**src/rtl/hazard_ctrl_if.sv**
```systemverilog
// Hazard-controller bundle: ID/EX hazard inputs, the pipeline write-enables and flushes,
// and the performance counters. The pipeline side is the master and the controller is the slave.
interface hazard_ctrl_if #(
  parameter int unsigned CNT_W = 32
);
  logic [4:0]       rs_ID;
  logic [4:0]       rt_ID;
  logic             use_rs_ID;
  logic             use_rt_ID;
  logic             jump_ID;
  logic             MemRead_EX;
  logic             RegWrite_EX;
  logic [4:0]       WriteReg_EX;
  logic             branch_taken_EX;
  logic             cnt_clear;
  logic             PC_write;
  logic             IF_ID_write;
  logic             IF_ID_flush;
  logic             ID_EX_flush;
  logic             stall_active;
  logic [CNT_W-1:0] stall_cnt;
  logic [CNT_W-1:0] flush_cnt;

  modport master (
    output rs_ID, rt_ID, use_rs_ID, use_rt_ID, jump_ID, MemRead_EX, RegWrite_EX,
           WriteReg_EX, branch_taken_EX, cnt_clear,
    input  PC_write, IF_ID_write, IF_ID_flush, ID_EX_flush, stall_active, stall_cnt, flush_cnt
  );

  modport slave (
    input  rs_ID, rt_ID, use_rs_ID, use_rt_ID, jump_ID, MemRead_EX, RegWrite_EX,
           WriteReg_EX, branch_taken_EX, cnt_clear,
    output PC_write, IF_ID_write, IF_ID_flush, ID_EX_flush, stall_active, stall_cnt, flush_cnt
  );
endinterface

```
**src/rtl/hazard_ctrl.sv**
```systemverilog
// Load-use stall and branch/jump squash control for the 5-stage pipeline,
// with saturating stall/flush event counters.
module hazard_ctrl #(
  parameter int unsigned LOAD_STALL_CYCLES = 1,
  parameter int unsigned CNT_W             = 32
) (
  input logic          clk,
  input logic          reset,
  hazard_ctrl_if.slave hz
);
  localparam logic [0:0]       IDLE        = 1'b0;
  localparam logic [0:0]       STALL       = 1'b1;
  localparam logic [2:0]       REMAIN_INIT = 3'(LOAD_STALL_CYCLES - 1);
  localparam bit               MULTI_STALL = (LOAD_STALL_CYCLES > 1);
  localparam logic [CNT_W-1:0] CNT_MAX     = {CNT_W{1'b1}};
  localparam logic [CNT_W-1:0] CNT_ONE     = {{(CNT_W-1){1'b0}}, 1'b1};

  logic [0:0]       state_q, state_d;
  logic [2:0]       remain_q, remain_d;
  logic [CNT_W-1:0] stall_cnt_q, stall_cnt_d;
  logic [CNT_W-1:0] flush_cnt_q, flush_cnt_d;
  logic             lu_s;
  logic             pc_write_s;
  logic             if_id_write_s;
  logic             if_id_flush_s;
  logic             id_ex_flush_s;

  // Load-use hazard: a load in EX writes a register the ID instruction reads (r0 never counts).
  assign lu_s = hz.MemRead_EX & hz.RegWrite_EX & (hz.WriteReg_EX != 5'd0) &
                ((hz.use_rs_ID & (hz.rs_ID == hz.WriteReg_EX)) |
                 (hz.use_rt_ID & (hz.rt_ID == hz.WriteReg_EX)));

  // Control outputs and FSM next state; priority is branch > stall/load-use > jump.
  always_comb begin
    pc_write_s    = 1'b1;
    if_id_write_s = 1'b1;
    if_id_flush_s = 1'b0;
    id_ex_flush_s = 1'b0;
    state_d       = state_q;
    remain_d      = remain_q;
    if (hz.branch_taken_EX) begin
      if_id_flush_s = 1'b1;
      id_ex_flush_s = 1'b1;
      state_d       = IDLE;
      remain_d      = 3'd0;
    end else if (state_q == STALL) begin
      pc_write_s    = 1'b0;
      if_id_write_s = 1'b0;
      id_ex_flush_s = 1'b1;
      if (remain_q <= 3'd1) begin
        state_d  = IDLE;
        remain_d = 3'd0;
      end else begin
        remain_d = remain_q - 3'd1;
      end
    end else if (lu_s) begin
      pc_write_s    = 1'b0;
      if_id_write_s = 1'b0;
      id_ex_flush_s = 1'b1;
      if (MULTI_STALL) begin
        state_d  = STALL;
        remain_d = REMAIN_INIT;
      end else begin
        state_d  = IDLE;
        remain_d = 3'd0;
      end
    end else if (hz.jump_ID) begin
      if_id_flush_s = 1'b1;
    end else begin
      if_id_flush_s = 1'b0;
    end
  end

  // Saturating event counters; a clear beats an increment.
  always_comb begin
    stall_cnt_d = stall_cnt_q;
    flush_cnt_d = flush_cnt_q;
    if (hz.cnt_clear) begin
      stall_cnt_d = '0;
      flush_cnt_d = '0;
    end else begin
      if (!pc_write_s && (stall_cnt_q != CNT_MAX)) begin
        stall_cnt_d = stall_cnt_q + CNT_ONE;
      end else begin
        stall_cnt_d = stall_cnt_q;
      end
      if (if_id_flush_s && (flush_cnt_q != CNT_MAX)) begin
        flush_cnt_d = flush_cnt_q + CNT_ONE;
      end else begin
        flush_cnt_d = flush_cnt_q;
      end
    end
  end

  // State and counter registers with synchronous active-low reset.
  always_ff @(posedge clk) begin
    if (!reset) begin
      state_q     <= IDLE;
      remain_q    <= 3'd0;
      stall_cnt_q <= '0;
      flush_cnt_q <= '0;
    end else begin
      state_q     <= state_d;
      remain_q    <= remain_d;
      stall_cnt_q <= stall_cnt_d;
      flush_cnt_q <= flush_cnt_d;
    end
  end

  assign hz.PC_write     = pc_write_s;
  assign hz.IF_ID_write  = if_id_write_s;
  assign hz.IF_ID_flush  = if_id_flush_s;
  assign hz.ID_EX_flush  = id_ex_flush_s;
  assign hz.stall_active = (state_q == STALL);
  assign hz.stall_cnt    = stall_cnt_q;
  assign hz.flush_cnt    = flush_cnt_q;
endmodule

```
**src/flat_wrapper.sv**
```systemverilog
// flat-port wrapper written by rule: the top's interface ports become plain ports
module hazard_ctrl_flat 
#(
  parameter int unsigned LOAD_STALL_CYCLES = 1,
  parameter int unsigned CNT_W             = 32
)
  (clk, reset, hz_rs_ID, hz_rt_ID, hz_use_rs_ID, hz_use_rt_ID, hz_jump_ID, hz_MemRead_EX, hz_RegWrite_EX, hz_WriteReg_EX, hz_branch_taken_EX, hz_cnt_clear, hz_PC_write, hz_IF_ID_write, hz_IF_ID_flush, hz_ID_EX_flush, hz_stall_active, hz_stall_cnt, hz_flush_cnt);
  hazard_ctrl_if #(.CNT_W(CNT_W)) hz_i ();
  input logic clk;
  input logic reset;
  input wire logic [$bits(hz_i.rs_ID)-1:0] hz_rs_ID;
  input wire logic [$bits(hz_i.rt_ID)-1:0] hz_rt_ID;
  input wire logic [$bits(hz_i.use_rs_ID)-1:0] hz_use_rs_ID;
  input wire logic [$bits(hz_i.use_rt_ID)-1:0] hz_use_rt_ID;
  input wire logic [$bits(hz_i.jump_ID)-1:0] hz_jump_ID;
  input wire logic [$bits(hz_i.MemRead_EX)-1:0] hz_MemRead_EX;
  input wire logic [$bits(hz_i.RegWrite_EX)-1:0] hz_RegWrite_EX;
  input wire logic [$bits(hz_i.WriteReg_EX)-1:0] hz_WriteReg_EX;
  input wire logic [$bits(hz_i.branch_taken_EX)-1:0] hz_branch_taken_EX;
  input wire logic [$bits(hz_i.cnt_clear)-1:0] hz_cnt_clear;
  output wire logic [$bits(hz_i.PC_write)-1:0] hz_PC_write;
  output wire logic [$bits(hz_i.IF_ID_write)-1:0] hz_IF_ID_write;
  output wire logic [$bits(hz_i.IF_ID_flush)-1:0] hz_IF_ID_flush;
  output wire logic [$bits(hz_i.ID_EX_flush)-1:0] hz_ID_EX_flush;
  output wire logic [$bits(hz_i.stall_active)-1:0] hz_stall_active;
  output wire logic [$bits(hz_i.stall_cnt)-1:0] hz_stall_cnt;
  output wire logic [$bits(hz_i.flush_cnt)-1:0] hz_flush_cnt;
  assign hz_i.rs_ID = hz_rs_ID;
  assign hz_i.rt_ID = hz_rt_ID;
  assign hz_i.use_rs_ID = hz_use_rs_ID;
  assign hz_i.use_rt_ID = hz_use_rt_ID;
  assign hz_i.jump_ID = hz_jump_ID;
  assign hz_i.MemRead_EX = hz_MemRead_EX;
  assign hz_i.RegWrite_EX = hz_RegWrite_EX;
  assign hz_i.WriteReg_EX = hz_WriteReg_EX;
  assign hz_i.branch_taken_EX = hz_branch_taken_EX;
  assign hz_i.cnt_clear = hz_cnt_clear;
  assign hz_PC_write = hz_i.PC_write;
  assign hz_IF_ID_write = hz_i.IF_ID_write;
  assign hz_IF_ID_flush = hz_i.IF_ID_flush;
  assign hz_ID_EX_flush = hz_i.ID_EX_flush;
  assign hz_stall_active = hz_i.stall_active;
  assign hz_stall_cnt = hz_i.stall_cnt;
  assign hz_flush_cnt = hz_i.flush_cnt;
  hazard_ctrl #(.LOAD_STALL_CYCLES(LOAD_STALL_CYCLES), .CNT_W(CNT_W)) u_core (.clk(clk), .reset(reset), .hz(hz_i));
endmodule
```
**config.mk**
```make
export PLATFORM = sky130hd
export DESIGN_NAME = hazard_ctrl_flat
export DESIGN_NICKNAME = d
export VERILOG_FILES = /design/src/rtl/hazard_ctrl_if.sv /design/src/rtl/hazard_ctrl.sv /design/src/flat_wrapper.sv
export SDC_FILE = /design/constraint.sdc
export NUM_CORES = 1
export LEC_CHECK = 0
export ABC_AREA = 1
export CORE_MARGIN = 2
export CORE_UTILIZATION = 25
export CTS_CLUSTER_SIZE = 16
export DETAILED_ROUTE_END_ITERATION = 10
export HOLD_SLACK_MARGIN = 0.02
export PLACE_DENSITY = 0.48
export SYNTH_ARGS = -nofsm -noshare
export SYNTH_HDL_FRONTEND = slang
export SYNTH_SLANG_ARGS = --single-unit
```
**constraint.sdc**
```tcl
create_clock -name clk -period 1.8 [get_ports clk]
set_input_delay 0.27 -clock clk [delete_from_list [all_inputs] [get_ports clk]]
set_output_delay 0.27 -clock clk [all_outputs]
set_load 0.01 [all_outputs]
```
Yosys cells after proc, flatten, opt, wreduce, memory -nomap -nowiden
Index checks and enable logic that the tools add are counted.
{"block": "classes", "reduce_logical": 8, "n_mux": 14, "order_cmp": 1, "bitwise_logic": 8, "addsub": 3, "n_eq_ne": 4}
{"cell": "adder 32 x 1 -> 32 bit (second input constant)", "count": 2}
{"cell": "inequality test 32 bit (second input constant)", "count": 2}
{"cell": "two-way mux 1 bit", "count": 11}
{"cell": "== test 5 bit", "count": 2}
{"cell": "two-way mux 3 bit", "count": 3}
{"cell": "bitwise AND 1 bit", "count": 5}
{"cell": "nonzero test 5 bit", "count": 1}
{"cell": "OR reduction 2 bit", "count": 2}
{"cell": "<= comparator 3 x 1 -> 1 bit (second input constant)", "count": 1}
{"cell": "OR reduction 3 bit", "count": 1}
{"cell": "subtractor 3 x 1 -> 3 bit (second input constant)", "count": 1}
{"cell": "logical AND 1 bit", "count": 2}
{"cell": "NOT 1 bit", "count": 2}
{"cell": "nonzero test 2 bit", "count": 1}
{"cell": "logical NOT 1 bit", "count": 1}
{"cell": "bitwise OR 1 bit", "count": 1}
{"block": "totals", "elab_cells": 42, "reg_bits": 68, "out_inout_bits": 69}

Longest topological paths before layout
Gate-level depths: netlist of run 1.
{"block": "depth", "word_depth": 9, "mapped_depth": 13, "mapped_depth_nobuf": 13}

Worst setup path before layout of run 1
OpenSTA, ideal clock, no wires.
{"block": "synth_path", "path_kind": "register -> register", "from": "register u_core.stall_cnt_q[0] (netlist: u_core.hz.stall_cnt[0])", "to": "register u_core.stall_cnt_q[19] (netlist: u_core.hz.stall_cnt[19])", "stages_incl_launch_ff": 10, "t_required_ns": 1.661, "setup_slack_ns": 0.031, "path_buffers": 1, "arrival_time_ns": 1.630, "synth_period_minus_slack_ns": 1.769, "setup_ns": 0.139, "cell_sequence": "dfxtp_1 -> ha_1 -> nand3_1 -> nor2_4 -> nand4_1 -> nor2_2 -> nand4_2 -> clkbuf_1 -> nand4_1 -> a21oi_2"}
{"block": "synth_between", "elab_chain_cells": 2, "word_cells_on_any_way": 3, "classes_between": "add/sub: 1; eq/ne: 1; reduce/logical: 1"}
{"item": "start, declared", "line_no": "hazard_ctrl.sv:20", "text": "logic [CNT_W-1:0] stall_cnt_q, stall_cnt_d;"}
{"item": "start signal, assigned", "line_no": "hazard_ctrl.sv:105", "text": "stall_cnt_q <= stall_cnt_d;"}
{"item": "branches (longest 2 deep; another with adder 32 x 1 -> 32 bit)"}
Parallel ways; which one is timed is not known.
A chain may end at the register's enable or synchronous reset.

Worst setup path after layout of run 1
{"block": "layout_path", "from": "register u_core.stall_cnt_q[0] (netlist: u_core.hz.stall_cnt[0])", "to": "register u_core.stall_cnt_q[2] (netlist: u_core.hz.stall_cnt[2])"}
The elaborated chain is that of the path after synthesis.

==> results of run 1 <==
==> synthesized netlist by cell type (all sizes together) <==
| cell | instances |
|---|---|
| o21ai | 1 |
| nor3 | 8 |
| buf | 15 |
| ha | 4 |
| nand3b | 7 |
| clkinv | 1 |
| dfxtp | 68 |
| nand3 | 48 |
| xor2 | 16 |
| clkbuf | 11 |
| inv | 64 |
| a21oi | 66 |
| xnor2 | 12 |
| nand2 | 220 |
| o32ai | 1 |
| a31oi | 1 |
| nor2 | 128 |
| nand4 | 44 |
==> critical path, delay by kind of cell, from the launching register on <==
kind            cells  cell delay (ns)
simple gates        6             0.67
flops               1             0.36
buf+inv             2             0.34
fa+ha+maj           1             0.15
compound gates      1             0.07
==> metrics by stage <==
stage	total power, uW	cell area [um2]
floorplan	1670	4440
global placement	1790	6200
detailed placement	1790	6200
CTS	3760	6550
global route	3840	6860
finish	3700	6860
==> area by class of cell <==
class | instances | area [um2]
flip-flops and latches | 68 | 1380
well taps | 225 | 282
clock inverters | 4 | 72.6
clock buffers | 12 | 246
fillers | 1866 | 10500
multi-input cells | 556 | 2890
inverters | 65 | 244
repair buffers | 188 | 1740
==> per-layer routing <==
| layer | part of all wire | GRT usage |
|---|---|---|
| met5 | 0 | 0 |
| met4 | 0.014 | 0.0475 |
| met3 | 0.030 | 0.0280 |
| met2 | 0.49 | 0.269 |
| met1 | 0.46 | 0.195 |
==> logic make-up (layout without fill, tap and decap cells) <==
family | count (synthesis) | count (layout) | synth area share
AOI/OAI and AO/OA | 69 | 69 | 0.0891
xor gates and xnor gates | 28 | 28 | 0.0552
adders and majority gates | 4 | 4 | 0.0113
buffers and inverters | 91 | 269 | 0.0868
DFF | 68 | 68 | 0.307
and+or+nand+nor | 455 | 455 | 0.451
==> worst paths after layout <==
check                                       startpoint                      to  slack, ns
worst min register to register      u_core.remain_q[0]      u_core.remain_q[0]       0.49
worst max-delay path            u_core.hz.stall_cnt[0]  u_core.hz.stall_cnt[2]       0.07
worst max register to register  u_core.hz.stall_cnt[0]  u_core.hz.stall_cnt[2]       0.07
worst min-delay path                u_core.remain_q[0]      u_core.remain_q[0]       0.49
==> cells in the final DEF (no fill, tap or decap), types with 3 or more instances in the layout <==
master / Yosys / layout
nand2_1: 208 / 199
nor2_1: 123 / 107
buf_4: 1 / 86
clkdlybuf4s50_1: 0 / 73
inv_1: 64 / 61
dfxtp_1: 68 / 55
a21oi_1: 54 / 52
nand3_1: 45 / 42
nand4_1: 42 / 42
nand2_2: 12 / 16
xor2_1: 16 / 16
nor2_2: 3 / 15
a21oi_2: 12 / 14
xnor2_1: 12 / 12
dfxtp_2: 0 / 12
clkbuf_16: 0 / 11
dlygate4sd2_1: 0 / 10
nor3_1: 8 / 7
nand3b_1: 7 / 7
buf_6: 2 / 7
nor2_4: 2 / 6
nand2_4: 0 / 5
dlymetal6s2s_1: 0 / 5
nand3_4: 1 / 4
buf_12: 0 / 4
inv_2: 0 / 3
==> flip-flops by register name, summed over array words and instances (netlist names) <==
signal                  count
u_core.hz.flush_cnt        32
u_core.hz.stall_cnt        32
u_core.remain_q             3
u_core.hz.stall_active      1
==> power by group <==
group | total, uW | internal [uW] | switching, uW
clock network | 1940 | 1250 | 688
logic | 248 | 105 | 143
registers | 1510 | 1510 | 3.24
total | 3700 | 2860 | 834
==> repair_timing <==
item                                    in CTS  in global routing
pin swaps                                    5                 11
setup buffers                                1                  4
endpoints found under the setup margin      25                 68
resized for setup                           41                 67
cloned                                       0                  2
==> results.json, run 1 <==
{
  "cp_max_fo": 15,
  "via_per_inst": 4.49,
  "postSynthAreaPerCell_um2": 6.21,
  "critPathRequiredTime_ns": 2.00,
  "outcome": "finished, final reports clean",
  "fin_nets": 916,
  "max_slew_margin": 0.717,
  "worst_setup_path_start_kind": "register",
  "grt_usage": 0.155,
  "fin_crit_sh": 0.959,
  "instances_no_fill": 1118,
  "setup_slack_ns": 0.0744,
  "cts_max_path_buffers": 2,
  "place_congestion": 0.849,
  "clock.fmax_mhz": 579,
  "dp_cells": 1095,
  "yosys_warnings": 0,
  "path_clk_slew_ns": 0.06,
  "grt_pass1_wl_um": 23000,
  "finalHoldWorstSlack_ns": 0.491,
  "path_class": "reg2reg",
  "synth.distinct_cells": 28,
  "cp_cell_sequence": "ha_4, nand3_4, nor2_4, nand4_1, nor2_2, nand4_4, buf_6, clkbuf_16, nand4_1, a21oi_1",
  "period_minus_slack_ns": 1.73,
  "post_drt_wl_per_cell_um": 13.0,
  "area_growth_pct": 54.5,
  "rows": 48,
  "synth_top_area_cell": "dfxtp_1",
  "die_h_um": 137,
  "port_buffers": 92,
  "vdd_drop_max_mv": 0.429,
  "die_w_um": 137,
  "leakagePower_uw": 0.00272,
  "worst_pin_slew_ns": 0.425,
  "start_util": 0.256,
  "end_kind": "register",
  "gr-total-overflow": 0,
  "antennaDiodeCount": 0,
  "finalHoldViolCount": 0,
  "cts_tree": "built",
  "cpMostUsedCell": "nand4_1",
  "syn_nets": 743,
  "synth.cell_area_um2": 4440,
  "ios": 93,
  "drv_cap": 0,
  "cts_hold_buf": 0,
  "antenna_found_initial": 0,
  "min_delay_path_depth": 1,
  "finalSetupViolCount": 0,
  "vias": 5019,
  "insertion_delay_ns": 0.34,
  "drtPass1Iterations": 4,
  "first_iter_violations": 211,
  "hold_path.class": "reg2reg",
  "rsz0062_at_grt": "yes",
  "antenna_left": 0,
  "powerDensity_nw_per_um2": 539,
  "slew_violations": 0,
  "ys_seq_area_frac": 0.307,
  "drive_gt1_frac": 0.221,
  "critPathArrivalTime_ns": 1.93,
  "htreeDepth": 3,
  "drc_errors": 0,
  "grt_start_max_net_pins": 33,
  "die-area_um2": 18800,
  "grt_pass1_vias": 4607,
  "setup_tns_ns": 0,
  "synth_cells": 715,
  "slowest_delay_ns": 0.36,
  "clockRootBuffer": "clkbuf_16",
  "ys_seq_elements": 68,
  "drt_wl_total_um": 14500,
  "core_area_um2": 17400,
  "dp_slack_ns": -0.564,
  "synth.top_cell.area_share": 0.307,
  "slowest_stage": "dfxtp_4",
  "postLayoutCoreUtil": 0.395,
  "cts_sinks": 68,
  "place_hpwl_um": 10800,
  "r2r_cells": 10,
  "cts_buffers": 9,
  "worst_clock_skew_ns": 0.00953,
  "synthTopCellsByArea": "dfxtp_1 (31%), nand2_1 (18%), nor2_1 (10%)"
}
(Power assumes the default switching activity.)
==> inputs of run 2 (changes only) <==
--- a/config.mk
+++ b/config.mk
@@ -11,7 +11,7 @@
 export CTS_CLUSTER_SIZE = 16
 export DETAILED_ROUTE_END_ITERATION = 10
 export HOLD_SLACK_MARGIN = 0.02
-export PLACE_DENSITY = 0.48
+export PLACE_DENSITY = 0.53
 export SYNTH_ARGS = -nofsm -noshare
 export SYNTH_HDL_FRONTEND = slang
 export SYNTH_SLANG_ARGS = --single-unit
==> results.json, run 2 (synthesis gave the netlist of run 1 again) <==
{
  "core_area_um2": 17400,
  "drt_wl_total_um": 14600,
  "antennaDiodeCount": 0,
  "max_slew_margin": 0.713,
  "reg2reg_setup_slack_ns": -0.03,
  "vias": 5067,
  "design_area_um2": 6820,
  "drive_gt1_frac": 0.215,
  "cts_sinks": 68,
  "hold_path.class": "reg2reg",
  "period_minus_slack_ns": 1.83,
  "end_kind": "register",
  "antenna_found_initial": 0,
  "finalPower_uw": 3500,
  "htreeDepth": 3,
  "post_drt_wl_per_cell_um": 13.1,
  "critPathRequiredTime_ns": 2.07,
  "powerDensity_nw_per_um2": 513,
  "die-area_um2": 18800,
  "cts_buffers": 9,
  "drtPass1Iterations": 6,
  "worst_pin_slew_ns": 0.427,
  "final_cell_mix": "nand2_1 (196), nor2_1 (111), buf_4 (79)",
  "finalHoldViolCount": 0,
  "area_growth_pct": 53.7,
  "fin_nets": 913,
  "place_congestion": 0.877,
  "setup_slack_ns": -0.0295,
  "critPathArrivalTime_ns": 2.10,
  "leakagePower_uw": 0.00272,
  "worst_setup_path_start_kind": "register",
  "vdd_drop_max_mv": 0.436,
  "gr-total-overflow": 0,
  "path_clk_slew_ns": 0.06,
  "cts_max_path_buffers": 2,
  "drv_cap": 0,
  "violations": "setup timing",
  "port_buffers": 92,
  "grt_pass1_wl_um": 22800,
  "postLayoutCoreUtil": 0.393,
  "rsz0062_at_grt": "yes",
  "path_class": "reg2reg",
  "via_per_inst": 4.55,
  "die_h_um": 137,
  "first_iter_violations": 278,
  "start_util": 0.256,
  "grt_usage": 0.153,
  "insertion_delay_ns": 0.34,
  "die_w_um": 137,
  "clockRootBuffer": "clkbuf_16",
  "finalHoldWorstSlack_ns": 0.489,
  "worst_clock_skew_ns": 0.00519,
  "clock.fmax_mhz": 547,
  "place_hpwl_um": 10700,
  "grt_start_max_net_pins": 33,
  "grt_pass1_vias": 4671,
  "cts_tree": "built",
  "outcome": "finished with violations",
  "n_fill_cell": 1844,
  "finalSetupViolCount": 17,
  "cp_max_fo": 6,
  "ios": 93,
  "layout_commonest_cell": "nand2_1",
  "slew_violations": 0,
  "setup_tns_ns": -0.276,
  "antenna_left": 0,
  "fin_crit_sh": 1.02,
  "drc_errors": 0,
  "rows": 48,
  "placed_area_um2": 6180
}
## run 2: layout make-up
| cell class | instances | area (um2) | area share |
|---|---|---|---|
| Inverter | 65 | 244 | 0.0358 |
| Clock inverter | 1 | 5.00 | 0.000734 |
| Sequential cell | 68 | 1370 | 0.201 |
| Tap cell | 225 | 282 | 0.0413 |
| Clock buffer | 14 | 284 | 0.0416 |
| Timing Repair Buffer | 184 | 1740 | 0.255 |
| Multi-Input combinational cell | 557 | 2900 | 0.425 |
## run 2: routing by layer
metal | wire [um] | vias up | track usage
met5 | 0 | - | 0
met4 | 170 | 0 | 0.0332
met3 | 622 | 17 | 0.0412
met2 | 7140 | 103 | 0.271
met1 | 6640 | 2288 | 0.186
li1 | - | 2659 | -
## run 2: critical path: stages, from the launching register on
cell	delay, ns
dfxtp_2	0.35
ha_4	0.15
nand3_4	0.08
nor2_4	0.15
nand4_1	0.12
nor2_2	0.19
nand4_4	0.13
nand3_4	0.23
clkbuf_16	0.20
nand2_2	0.05
a21oi_2	0.11
## run 2: power breakdown
group | leakage [uW] | switching [uW] | total, uW | internal (uW)
combinational | 0.00202 | 143 | 253 | 111
clock | 0.000145 | 659 | 1730 | 1070
sequential | 0.000552 | 3.30 | 1510 | 1510
total | 0.00272 | 805 | 3500 | 2690
## run 2: repair_timing
action | CTS | global route
pin swaps | 6 | 40
setup endpoints to repair | 22 | 66
buffers inserted | 1 | 4
hold buffers | 0 | 0
gates resized for setup | 35 | 64
gates cloned | 0 | 5
## run 2: path summary, 6_finish.rpt
check                    startpoint                      end  cells after the start
max          u_core.hz.stall_cnt[0]  u_core.hz.stall_cnt[20]                     10
min              u_core.remain_q[0]       u_core.remain_q[0]                      1
max reg2reg  u_core.hz.stall_cnt[0]  u_core.hz.stall_cnt[20]                     10
min reg2reg      u_core.remain_q[0]       u_core.remain_q[0]                      1
## run 2: through the flow
stage                     setup slack (ns)  cells
after floorplan                     0.0308    715
after global placement              -0.492   1089
final                              -0.0295   1114
after CTS                         -0.00757   1105
after global routing                -0.151   1114
after detailed placement            -0.516   1089
==> inputs of run 3 (changes only) <==
--- a/config.mk
+++ b/config.mk
@@ -10,8 +10,9 @@
 export CORE_UTILIZATION = 25
 export CTS_CLUSTER_SIZE = 16
 export DETAILED_ROUTE_END_ITERATION = 10
+export DONT_BUFFER_PORTS = 1
 export HOLD_SLACK_MARGIN = 0.02
-export PLACE_DENSITY = 0.53
+export PLACE_DENSITY = 0.46
 export SYNTH_ARGS = -nofsm -noshare
 export SYNTH_HDL_FRONTEND = slang
 export SYNTH_SLANG_ARGS = --single-unit
==> results.json, run 3 (synthesis gave the netlist of run 1 again) <==
{
  "outcome": "finished, final reports clean",
  "clockRootBuffer": "clkbuf_16",
  "clock.fmax_mhz": 564,
  "gr-total-overflow": 0,
  "slew_violations": 0,
  "vdd_drop_max_mv": 0.436,
  "critPathRequiredTime_ns": 2.07,
  "antenna_left": 0,
  "drv_cap": 0,
  "leakagePower_uw": 0.00245,
  "cp-endpoint": "u_core.hz.stall_cnt[1]",
  "die_h_um": 137,
  "cts_buffers": 9,
  "hold_path.class": "in2reg",
  "worst_pin_slew_ns": 0.494,
  "grt_usage": 0.148,
  "period_minus_slack_ns": 1.77,
  "first_iter_violations": 234,
  "drive_gt1_frac": 0.269,
  "critPathArrivalTime_ns": 2.04,
  "core_area_um2": 17400,
  "antenna_found_initial": 0,
  "cts_sinks": 68,
  "drc_errors": 0,
  "cts_tree": "built",
  "crit_start": "u_core.hz.stall_cnt[1]",
  "drtPass1Iterations": 4,
  "cp_max_fo": 5,
  "end_kind": "register",
  "ios": 93,
  "rsz0062_at_grt": "yes",
  "placed_area_um2": 5450,
  "fin_crit_sh": 0.986,
  "place_hpwl_um": 10500,
  "via_per_inst": 4.52,
  "setup_slack_ns": 0.0259,
  "finalHoldViolCount": 0,
  "max_slew_margin": 0.670,
  "start_util": 0.256,
  "path_clk_slew_ns": 0.05,
  "design_area_um2": 6160,
  "r2r_cells": 10,
  "fin_nets": 845,
  "worst_clock_skew_ns": 0.0104,
  "dp_slack_ns": -0.0491,
  "finalSetupViolCount": 0,
  "drt_wl_total_um": 14200,
  "htreeDepth": 3,
  "reg2reg_setup_slack_ns": 0.03,
  "powerDensity_nw_per_um2": 601,
  "post_drt_wl_per_cell_um": 13.6,
  "cts_max_path_buffers": 2,
  "grt_pass1_vias": 4374,
  "rr_startpoint": "u_core.hz.stall_cnt[1]",
  "insertion_delay_ns": 0.35,
  "r2r_end": "u_core.hz.stall_cnt[1]",
  "cts_hold_buf": 0,
  "rows": 48,
  "area_growth_pct": 38.8,
  "worst_setup_path_start_kind": "register",
  "die_w_um": 137,
  "place_congestion": 0.841,
  "port_buffers": 0,
  "path_class": "reg2reg",
  "die-area_um2": 18800,
  "antennaDiodeCount": 0,
  "final_cell_mix": "nand2_1 (194), nor2_1 (113), buf_4 (107)",
  "layout_commonest_cell": "nand2_1",
  "grt_start_max_net_pins": 34,
  "vias": 4737,
  "grt_pass1_wl_um": 21900
}
==> run 3: cell count changes in the layout (fill, tap and decap cells not counted), moves of 4 or more <==
cell	previous run	this run
clkdlybuf4s50_1	72	0
buf_4	79	107
dlygate4sd2_1	8	0
dlymetal6s2s_1	8	0
a21oi_1	51	45
a21oi_2	15	21
nand2_4	4	8
==> run 3: stage by stage <==
stage | power, uW | instances | TNS, ns | hold slack [ns] | utilization
2_1_floorplan | 1670 | 715 | 0 | 0.454 | -
3_3_place_gp | 1740 | 1021 | 0 | 0.479 | 0.314
3_5_place_dp | 1740 | 1021 | -0.407 | 0.482 | 0.314
4_1_cts | 3760 | 1037 | 0 | 0.151 | 0.334
5_1_grt | 3850 | 1047 | -0.747 | 0.163 | 0.355
6_report | 3700 | 1047 | 0 | 0.160 | 0.355
==> run 3: final cells by class <==
cell class	instances	area, um2
clock buffers	10	239
multi-input cells	556	2940
flip-flops and latches	68	1380
inverters	65	244
clock inverters	6	87.6
fillers	1915	11200
well taps	225	282
repair buffers	117	987
==> run 3: worst min-delay path by stage <==
stage / slack (ns) / cells past startpoint / end / startpoint
after detailed placement: 0.48 / 1 / u_core.remain_q[0] / u_core.remain_q[0]
after floorplan: 0.45 / 1 / u_core.remain_q[0] / u_core.remain_q[0]
after CTS: 0.15 / 3 / u_core.remain_q[0] / hz_branch_taken_EX
after global routing: 0.16 / 3 / u_core.remain_q[1] / hz_branch_taken_EX
after global placement: 0.48 / 1 / u_core.remain_q[0] / u_core.remain_q[0]
final: 0.16 / 3 / u_core.remain_q[0] / hz_branch_taken_EX
==> run 3: power by group <==
group          switching (uW)  internal [uW]
registers                3.70           1510
logic                     127           70.3
clock network             745           1250
total                     876           2830
==> run 3: critical path, stage by stage, from the launching register on <==
cell,delay [ns]
dfxtp_2,0.35
ha_4,0.15
nand3_4,0.08
nor2_4,0.12
nand4_1,0.10
nor2_2,0.16
nand4_4,0.13
nand3_4,0.22
clkbuf_16,0.19
nand2_2,0.06
a21oi_2,0.13
==> run 3: routing by layer <==
layer / wire (um) / GRT usage / up-vias
met1: 6610 / 0.188 / 2137
met4: 184 / 0.0498 / 0
met5: 0 / 0 / -
li1: - / - / 2517
met3: 719 / 0.0386 / 11
met2: 6690 / 0.243 / 72
==> run 3: repair_timing <==
item | in CTS | in global routing
pin swaps | 1 | 20
endpoints found under the setup margin | 17 | 57
setup buffers | 0 | 7
resized for setup | 3 | 73
cloned | 0 | 3
